## config.mk

```make
export PLATFORM = sky130hd
export DESIGN_NAME = seg7_scan_driver
export DESIGN_NICKNAME = d
export VERILOG_FILES = /design/src/rtl/seg7_pkg.sv /design/src/rtl/seg7_scan_timer.sv /design/src/rtl/seg7_scan_driver.sv
export SDC_FILE = /design/constraint.sdc
export NUM_CORES = 1
export LEC_CHECK = 0
export ABC_AREA = 1
export BUFFER_PORTS_ARGS = -buffer_cell sky130_fd_sc_hd__buf_2
export CAP_MARGIN = 20
export CORE_UTILIZATION = 45
export DETAILED_ROUTE_END_ITERATION = 8
export PLACE_DENSITY = 0.65
export RECOVER_POWER = 50
export SLEW_MARGIN = 10
export SYNTH_ARGS = -nofsm -noshare
export SYNTH_HDL_FRONTEND = slang
export SYNTH_SLANG_ARGS = --single-unit
```

## constraint.sdc

```tcl
create_clock -name clk -period 6.5 [get_ports clk]
set_input_delay 0.325 -clock clk [delete_from_list [all_inputs] [get_ports clk]]
set_output_delay 0.325 -clock clk [all_outputs]
set_load 0.005 [all_outputs]
```

## src/rtl/seg7_pkg.sv

```systemverilog
// Shared types and the active-low hex-to-7-segment table for the scan driver.
package seg7_pkg;

    typedef logic [6:0] seg7_t;

    localparam seg7_t SEG_OFF = 7'h7F;

    // Segment order is {g,f,e,d,c,b,a}; a 0 bit lights the segment.
    function automatic seg7_t hex7seg(input logic [3:0] nib);
        seg7_t seg;
        case (nib)
            4'h0:    seg = 7'h40;
            4'h1:    seg = 7'h79;
            4'h2:    seg = 7'h24;
            4'h3:    seg = 7'h30;
            4'h4:    seg = 7'h19;
            4'h5:    seg = 7'h12;
            4'h6:    seg = 7'h02;
            4'h7:    seg = 7'h78;
            4'h8:    seg = 7'h00;
            4'h9:    seg = 7'h18;
            4'hA:    seg = 7'h08;
            4'hB:    seg = 7'h03;
            4'hC:    seg = 7'h46;
            4'hD:    seg = 7'h21;
            4'hE:    seg = 7'h06;
            default: seg = 7'h0E;
        endcase
        return seg;
    endfunction

endpackage

```

## src/rtl/seg7_scan_timer.sv

```systemverilog
// Slot counter (cnt) and digit index (idx) for the display scan.
// Exposes next-cycle values so the driver can register its outputs against them.
module seg7_scan_timer #(
    parameter int NUM_DIGITS = 4,
    parameter int SLOT       = 10,
    parameter int CNT_W      = $clog2(SLOT),
    parameter int IDX_W      = $clog2(NUM_DIGITS)
) (
    input  logic             clk,
    input  logic             rst_n,
    output logic [CNT_W-1:0] cnt_next,
    output logic [IDX_W-1:0] idx_next,
    output logic             slot_start,
    output logic             frame_end
);

    logic [CNT_W-1:0] cnt;
    logic [IDX_W-1:0] idx;

    // slot_start marks the last cycle of a slot, i.e. the next cycle opens a new slot.
    assign slot_start = (cnt == CNT_W'(SLOT - 1));
    assign frame_end  = slot_start && (idx == IDX_W'(NUM_DIGITS - 1));

    always_comb begin
        cnt_next = slot_start ? '0 : cnt + CNT_W'(1);
        idx_next = idx;
        if (slot_start)
            idx_next = frame_end ? '0 : idx + IDX_W'(1);
    end

    always_ff @(posedge clk or negedge rst_n) begin
        if (!rst_n) begin
            cnt <= '0;
            idx <= '0;
        end else begin
            cnt <= cnt_next;
            idx <= idx_next;
        end
    end

endmodule

```

## src/rtl/seg7_scan_driver.sv

```systemverilog
// Time-multiplexed common-anode 7-segment driver with frame-synchronous shadowing.
// Optional SEG7_BRIGHTNESS_EN adds a brightness_i port that shortens the lit window per slot.
module seg7_scan_driver
    import seg7_pkg::*;
#(
    parameter int NUM_DIGITS = 4,
    parameter int CLK_HZ     = 125_000_000,
    parameter int REFRESH_HZ = 10_000
) (
    input  logic                    clk,
    input  logic                    rst_n,
    input  logic [4*NUM_DIGITS-1:0] value_i,
    input  logic [NUM_DIGITS-1:0]   dp_i,
    input  logic                    blank_lz_i,
`ifdef SEG7_BRIGHTNESS_EN
    input  logic [3:0]              brightness_i,
`endif
    output logic [NUM_DIGITS-1:0]   digit_en_o,
    output logic [6:0]              seg_o,
    output logic                    dp_o,
    output logic                    frame_o
);

    localparam int SLOT  = CLK_HZ / REFRESH_HZ;
    localparam int CNT_W = $clog2(SLOT);
    localparam int IDX_W = $clog2(NUM_DIGITS);

    if (NUM_DIGITS < 2 || NUM_DIGITS > 8) begin : g_bad_digits
        $error("seg7_scan_driver: NUM_DIGITS must be 2..8");
    end
    if (SLOT < 4) begin : g_bad_slot
        $error("seg7_scan_driver: CLK_HZ/REFRESH_HZ must be >= 4");
    end
`ifdef SEG7_BRIGHTNESS_EN
    if (SLOT < 16) begin : g_bad_bright_slot
        $error("seg7_scan_driver: brightness control needs CLK_HZ/REFRESH_HZ >= 16");
    end
`endif

    logic [CNT_W-1:0]        cnt_next;
    logic [IDX_W-1:0]        idx_next;
    logic                    slot_start;
    logic                    frame_end;

    logic [4*NUM_DIGITS-1:0] shadow_value, value_nx;
    logic [NUM_DIGITS-1:0]   shadow_dp, dp_nx;
    logic [NUM_DIGITS-1:0]   blank_mask;
    logic                    all_zero;
    logic                    lit;
    logic [3:0]              nib;
    logic [NUM_DIGITS-1:0]   digit_en_nx;
    seg7_t                   seg_nx;
    logic                    dp_out_nx;

    seg7_scan_timer #(
        .NUM_DIGITS (NUM_DIGITS),
        .SLOT       (SLOT)
    ) u_timer (
        .clk        (clk),
        .rst_n      (rst_n),
        .cnt_next   (cnt_next),
        .idx_next   (idx_next),
        .slot_start (slot_start),
        .frame_end  (frame_end)
    );

`ifdef SEG7_BRIGHTNESS_EN
    logic [3:0] shadow_bri, bri_nx;
    int         lit_prod;
    int         lit_limit;

    assign bri_nx = frame_end ? brightness_i : shadow_bri;

    always_comb begin
        lit_prod  = ((int'(bri_nx) + 1) * SLOT) >>> 4;
        lit_limit = (lit_prod < 2) ? 2 : lit_prod;
        lit       = !slot_start && (int'(cnt_next) < lit_limit);
    end

    always_ff @(posedge clk or negedge rst_n) begin
        if (!rst_n)         shadow_bri <= '0;
        else if (frame_end) shadow_bri <= brightness_i;
    end
`else
    assign lit = !slot_start;
`endif

    assign value_nx = frame_end ? value_i : shadow_value;
    assign dp_nx    = frame_end ? dp_i    : shadow_dp;

    // Digit k>0 blanks when it and every more-significant nibble are zero.
    always_comb begin
        blank_mask = '0;
        all_zero   = 1'b1;
        for (int k = NUM_DIGITS - 1; k >= 0; k--) begin
            if (value_nx[4*k +: 4] != 4'h0) all_zero = 1'b0;
            blank_mask[k] = blank_lz_i && (k != 0) && all_zero;
        end
    end

    always_comb begin
        nib         = value_nx[4*idx_next +: 4];
        digit_en_nx = '1;
        seg_nx      = SEG_OFF;
        dp_out_nx   = 1'b1;
        if (lit) begin
            for (int k = 0; k < NUM_DIGITS; k++)
                digit_en_nx[k] = (idx_next != IDX_W'(k));
            seg_nx    = blank_mask[idx_next] ? SEG_OFF : hex7seg(nib);
            dp_out_nx = ~dp_nx[idx_next];
        end
    end

    always_ff @(posedge clk or negedge rst_n) begin
        if (!rst_n) begin
            shadow_value <= '0;
            shadow_dp    <= '0;
        end else if (frame_end) begin
            shadow_value <= value_i;
            shadow_dp    <= dp_i;
        end
    end

    always_ff @(posedge clk or negedge rst_n) begin
        if (!rst_n) begin
            digit_en_o <= '1;
            seg_o      <= SEG_OFF;
            dp_o       <= 1'b1;
            frame_o    <= 1'b0;
        end else begin
            digit_en_o <= digit_en_nx;
            seg_o      <= seg_nx;
            dp_o       <= dp_out_nx;
            frame_o    <= frame_end;
        end
    end

endmodule

```

Yosys cells after proc, flatten, opt, wreduce, memory -nomap -nowiden
Memory sizes are Yosys's and may differ from the RTL's.
Cells that the tools add are included.
{ "word_totals": {"register_bits": 49, "mem_bits_ro": 112, "in_bits": 23, "out_inout_bits": 13, "memories": 1} }
{ "op_classes": {"add_sub_neg": 2, "magnitude_cmp": 1, "eq_ne": 5, "shifts": 1, "muxes": 16, "n_bitwise": 1, "n_reduce_logical": 8} }
{ "memory_table": {"columns": ["name", "depth", "width", "rd", "rd_ports_with_merged_regs", "write_ports", "line_no", "text"], "rows": [
  ["(name not given)", 16, 7, 1, 0, 0, "seg7_pkg.sv:11", "case (nib)"]
]} }
{ "op_table": {"columns": ["operator", "n"], "rows": [
  ["16-bit two-way mux", 1],
  ["16-bit by 5-bit variable part select with 4-bit output", 1],
  ["14-bit by 1-bit adder with 14-bit output, second input constant", 1],
  ["14-bit equality test, second input constant", 1],
  ["14-bit two-way mux", 1],
  ["7-bit two-way mux", 2],
  ["4-bit nonzero test", 3],
  ["4-bit two-way mux", 2],
  ["1-bit two-way mux", 6],
  ["1-bit binary-select mux with 2-bit select", 2],
  ["1-bit logical AND", 4],
  ["2-bit two-way mux", 2],
  ["2-bit inequality test, second input constant", 2],
  ["2-bit by 3-bit less-than comparator with 1-bit output, second input constant", 1],
  ["2-bit by 1-bit adder with 2-bit output, second input constant", 1],
  ["2-bit equality test, second input constant", 1],
  ["2-bit by 1-bit inequality test with 1-bit output, second input constant", 1],
  ["2-bit nonzero test", 1],
  ["1-bit inverter", 1]
]} }

Depth between registers and ports, before layout
{ "logic_depth": {"word_depth": 12, "mapped_depth": 19} }

Cells and area by module
A second synthesis with hierarchy kept.
{ "unflattened": {"hier_cells": 357, "hier_area_um2": 2897.8} }
{ "modules_own_cells": {"columns": ["mod", "n_inst", "cells_per_inst", "area_each_um2", "seq_area_each_um2"], "rows": [
  ["seg7_scan_driver", 1, 227, 1943.1, 840.8],
  ["seg7_scan_timer", 1, 130, 954.7, 400.4]
]} }

Worst setup path before layout
OpenSTA, ideal clock, no wires.
{ "synth_timing": {"path_kind": "flip-flop to flip-flop", "startpoint": "reg u_timer.cnt[0]", "endpoint": "reg seg_o[0]", "arrival_ps": 2151, "required_ps": 6417, "path_slack_ps": 4265, "path_stages_with_launch": 18, "path_buffers": 2, "path_cell_list": "dfrtp_1 > ha_1 > nand2_1 > nor2_4 > nand3_2 > buf_6 > buf_6 > nand2_1 > nand2_2 > nand2_1 > nand2_2 > nor2_4 > inv_1 > ha_1 > inv_1 > nand3_1 > nand3_1 > nand3_1"} }
{ "synth_between": {"elab_cells_between_ends": 20, "cone_classes": "1 x eq/ne; 1 x shift; 10 x mux; 7 x reduce/logical; 1 x memory"} }
{ "synth_rtl": {"columns": ["element", "line_no", "text"], "rows": [
  ["start, declared", "seg7_scan_timer.sv:17", "logic [CNT_W-1:0] cnt;"],
  ["start signal, assigned", "seg7_scan_timer.sv:36", "cnt <= cnt_next;"],
  ["14-bit equality test (*)", "seg7_scan_timer.sv:21", "assign slot_start = (cnt == CNT_W'(SLOT - 1));"],
  ["1-bit logical AND (*)", "seg7_scan_timer.sv:22", "assign frame_end = slot_start && (idx == IDX_W'(NUM_DIGITS - 1));"],
  ["16-bit two-way mux (*)", null, null],
  ["net value_nx[4]", "seg7_scan_driver.sv:45", "logic [4*NUM_DIGITS-1:0] shadow_value, value_nx;"],
  ["parallel branches: the longest is 5 deep, another holds memory read 16 x 7 bit", null, null],
  ["7-bit two-way mux (*)", "seg7_scan_driver.sv:109", "seg_nx = blank_mask[idx_next] ? SEG_OFF : hex7seg(nib);"],
  ["7-bit two-way mux (*)", "seg7_scan_driver.sv:106", "if (lit) begin"],
  ["net seg_nx[0]", "seg7_scan_driver.sv:52", "seg7_t seg_nx;"],
  ["end signal, assigned", "seg7_scan_driver.sv:132", "seg_o <= seg_nx;"],
  ["end, declared", "seg7_scan_driver.sv:19", "output logic [6:0] seg_o,"]
]} }
Mark *: on every way through the listed nets, which the timed path passes. The select of a mux whose other input is x is not followed.

Worst setup path in the final report
{ "layout_timing": {"startpoint": "reg u_timer.cnt[0]", "endpoint": "reg seg_o[0]"} }
{ "layout_between": {"elab_cells_between_ends": 20, "cone_classes": "1 x eq/ne; 1 x shift; 10 x mux; 7 x reduce/logical; 1 x memory"} }
{ "layout_rtl": {"columns": ["element", "line_no", "text"], "rows": [
  ["14-bit equality test", "seg7_scan_timer.sv:21", null],
  ["1-bit logical AND", "seg7_scan_timer.sv:22", null],
  ["net frame_end", "seg7_scan_driver.sv:43", "logic frame_end;"],
  ["16-bit two-way mux", null, null],
  ["net value_nx[0]", "seg7_scan_driver.sv:45", null],
  ["16-bit by 5-bit variable part select with 4-bit output", "seg7_scan_driver.sv:102", "nib = value_nx[4*idx_next +: 4];"],
  ["memory read 16 x 7 bit", null, null],
  ["7-bit two-way mux", "seg7_scan_driver.sv:109", null],
  ["7-bit two-way mux", "seg7_scan_driver.sv:106", null],
  ["net seg_nx[0]", "seg7_scan_driver.sv:52", null]
]} }
The timed path passes the listed nets, and every way through them passes these cells. The select of a mux whose other input is x is not followed.

==> results.sh <==
export IMPL_setup_viol_count_final=0
export IMPL_vdd_ir_drop_max_mv=0.110
export IMPL_crit_fanout=21
export IMPL_worst_path_dominant_cell_family="simple AND/OR/NAND/NOR gates"
export IMPL_ys_seq_elements=49
export IMPL_syn_cell_area_mm2=0.00252
export IMPL_cts_buffers=5
export IMPL_synth_distinct_cells=27
export IMPL_layout_drive_gt1_share=0.240
export IMPL_synth_area_per_cell_um2=8.29
export IMPL_ys_warn_count=0
export IMPL_clock_power_share=0.416
export IMPL_clock_root_buffer="clkbuf_8"
export IMPL_endpoint_kind="flip-flop"
export IMPL_skew_ns=0.00849
export IMPL_drtIter0Drc=89
export IMPL_layout_cells_non_filler=411
export IMPL_postRouteAntennaNets=0
export IMPL_reg2reg_from="u_timer.cnt[0]"
export IMPL_finalHoldViolCount=0
export IMPL_worstHoldStart="dp_i[0]"
export IMPL_grt_setup_unrepaired="no"
export IMPL_crit_chain="ha_1 > nand2_1 > nor2_4 > nand3_2 > clkinv_1 > nand2_1 > nand2_1 > nand2_1 > nand2_1 > nor2_4 > inv_1 > ha_1 > inv_1 > nand3_1 > nand3_1 > nand3_1"
export IMPL_p_sw_w=0.000109
export IMPL_crit_arrival_ns=3.11
export IMPL_h_tree_depth=2
export IMPL_area_growth_pct=13.0
export IMPL_wl_per_cell_um=12.5
export IMPL_clk_path_buf_depth=2
export IMPL_p_int_w=0.000435
export IMPL_cts_hold_buffers=0
export IMPL_clock_sinks=49
export IMPL_syn_nets=334
export IMPL_tightest_slew_ns=1.43
export IMPL_required_ns=6.75
export IMPL_port_buffers=35
export IMPL_syn_inst=304
export IMPL_critPathLaunchType="flip-flop"
export IMPL_post_cts_buffers=0
export IMPL_hold_end="shadow_dp[0]"
export IMPL_antenna_found_initial=0
export IMPL_slew_headroom=0.0493
export IMPL_netSwitchingFraction=0.200
export IMPL_antenna_diode_count=0
export IMPL_grt_max_degree=50
export IMPL_vias=1959
export IMPL_slowest_delay_ns=0.45
export IMPL_grt_first_pass_wirelength_um=8910
export IMPL_grt_usage=0.193
export IMPL_start_util=0.481
export IMPL_finalSetupTns_ns=0
export IMPL_nNetsFinal=370
export IMPL_dpl_hpwl_um=3670
export IMPL_drc=0
export IMPL_fin_crit_sh=0.440
export IMPL_wirelength_um=5120
export IMPL_critPathKind="flip-flop to flip-flop"
export IMPL_max_cap_viol_count=0
export IMPL_path_common_cell="nand2_1"
export IMPL_nFillCells=495
export IMPL_min_path_cells=3
export IMPL_path_buf_inv=3
export IMPL_leakage_nw=1.41
export IMPL_fp_dieW_um=76.8
export IMPL_avgViaCountPerCell=4.77
export IMPL_r2r_cells=16
export IMPL_hp_class="primary input to flip-flop"
export IMPL_dp_cells=402
export IMPL_clock_latency_ns=0.31
export IMPL_cts_tree="done"
export IMPL_placementRows=26
export IMPL_layout_common_cells="105 x nand2_1, 37 x dfrtp_1, 33 x buf_2, 28 x nor2_1"
export IMPL_r2r_end="seg_o[0]"
export IMPL_r2r_setup_slack_ns=3.64
export IMPL_power_density_mw_per_mm2=191
export IMPL_max_freq_ghz=0.349
export IMPL_ys_seq_area_frac=0.493
export IMPL_p_total_w=0.000544
export IMPL_synthArstFlopShare=1.00
export IMPL_first_global_vias=1904
export IMPL_core_mm2=0.00524
export IMPL_drv_slew=0
export IMPL_synth_edff_count=0
export IMPL_status="complete, no violations"
export IMPL_die_h_um=76.8
export IMPL_combPwrFrac=0.023
export IMPL_pin_count=36
export IMPL_cts_clk_slew_worst_paths_ns=0.09
export IMPL_place_gp_congestion=0.901
export IMPL_cts_repair_resized=0
export IMPL_min_period_ns=2.86
export IMPL_pwr_share_seq=0.561
export IMPL_crit_slowest_cell="nand3_2"
export IMPL_die_area_mm2=0.00590
export IMPL_drt_first_pass_iters=4
export IMPL_final_common_cell="nand2_1"
export IMPL_synth_ff_type="dfrtp_1"
export IMPL_grt_overflow=0
-- cells by family (layout without fill, tap and decap cells) --
family	count (synthesis)	after routing	share of synthesized area
buffers and inverters	33	70	0.0611
DFF	49	49	0.493
and+or+nand+nor	195	195	0.358
AOI/OAI and AO/OA	13	13	0.0293
adders and majority gates	7	7	0.0348
xor gates and xnor gates	7	7	0.0243
-- state kept, by name, indices dropped and copies added, names as in the netlist --
| signal | cells |
|---|---|
| u_timer.cnt | 14 |
| dp_o | 1 |
| seg_o | 7 |
| u_timer.idx | 2 |
| shadow_value | 16 |
| shadow_dp | 4 |
| frame_o | 1 |
| digit_en_o | 4 |
-- routing by layer --
metal  global-route usage  share of wire  wire (um)
met1                0.263           0.49       2490
met5                    0              0          0
met3               0.0357          0.035        181
met2                0.306           0.46       2370
met4               0.0692          0.015         78
-- power groups by stage --
stage               Clock, W  Combinational, W  Sequential (W)
floorplan                  0      0.0000000109        0.000311
global placement           0         0.0000132        0.000311
detailed placement         0         0.0000131        0.000311
CTS                 0.000233         0.0000132        0.000305
global route        0.000247         0.0000146        0.000305
finish              0.000226         0.0000127        0.000305
-- final cells by class --
cell class	count	area [um2]	share of cell area
Clock inverter	2	37.5	0.0132
Sequential cell	49	1240	0.436
Clock buffer	6	82.6	0.0290
Tap cell	70	87.6	0.0308
Timing Repair Buffer	36	176	0.0620
Inverter	26	97.6	0.0343
Multi-Input combinational cell	222	1120	0.395
-- tightest hold or removal path, cell delays in order --
cell and delay, ns:
buf_2 0.07, nand2_1 0.04, nand2_1 0.07
-- worst max-delay path by stage --
stage / start / endpoint / slack [ns] / depth (start not counted)
final: u_timer.cnt[0] / seg_o[0] / 3.64 / 16
after global routing: u_timer.cnt[0] / seg_o[0] / 3.32 / 16
after CTS: u_timer.cnt[0] / seg_o[1] / 3.63 / 15
after detailed placement: u_timer.cnt[0] / seg_o[1] / 3.64 / 15
after global placement: u_timer.cnt[0] / seg_o[0] / 3.67 / 16
after floorplan: u_timer.cnt[0] / seg_o[0] / 4.27 / 17
-- cells in the mapped netlist, types with 2 or more instances --
master / count / area [um2]
a21oi_1: 4 / 20.0
a22oi_1: 2 / 15.0
buf_4: 2 / 15.0
buf_6: 3 / 33.8
clkbuf_1: 2 / 7.51
dfrtp_1: 37 / 926
dfstp_2: 12 / 315
ha_1: 7 / 87.6
inv_1: 21 / 78.8
inv_2: 4 / 15.0
nand2_1: 105 / 394
nand2_2: 14 / 87.6
nand3_1: 21 / 105
nand4_1: 15 / 93.8
nor2_1: 28 / 105
nor2_2: 3 / 18.8
nor2_4: 4 / 45.0
o21ai_0: 6 / 30.0
xnor2_1: 2 / 17.5
xor2_1: 5 / 43.8
-- through the flow --
stage / utilization / worst slack [ns] / cell area [um2] / hold slack, ns
after global routing: 0.544 / 3.32 / 2850 / 0.257
after floorplan: - / 4.27 / 2520 / 0.0294
final: 0.544 / 3.64 / 2850 / 0.248
after global placement: 0.521 / 3.67 / 2730 / 0.436
after detailed placement: 0.521 / 3.64 / 2730 / 0.443
after CTS: 0.543 / 3.63 / 2850 / 0.246
No activity file was read; power rests on OpenSTA's default activity.
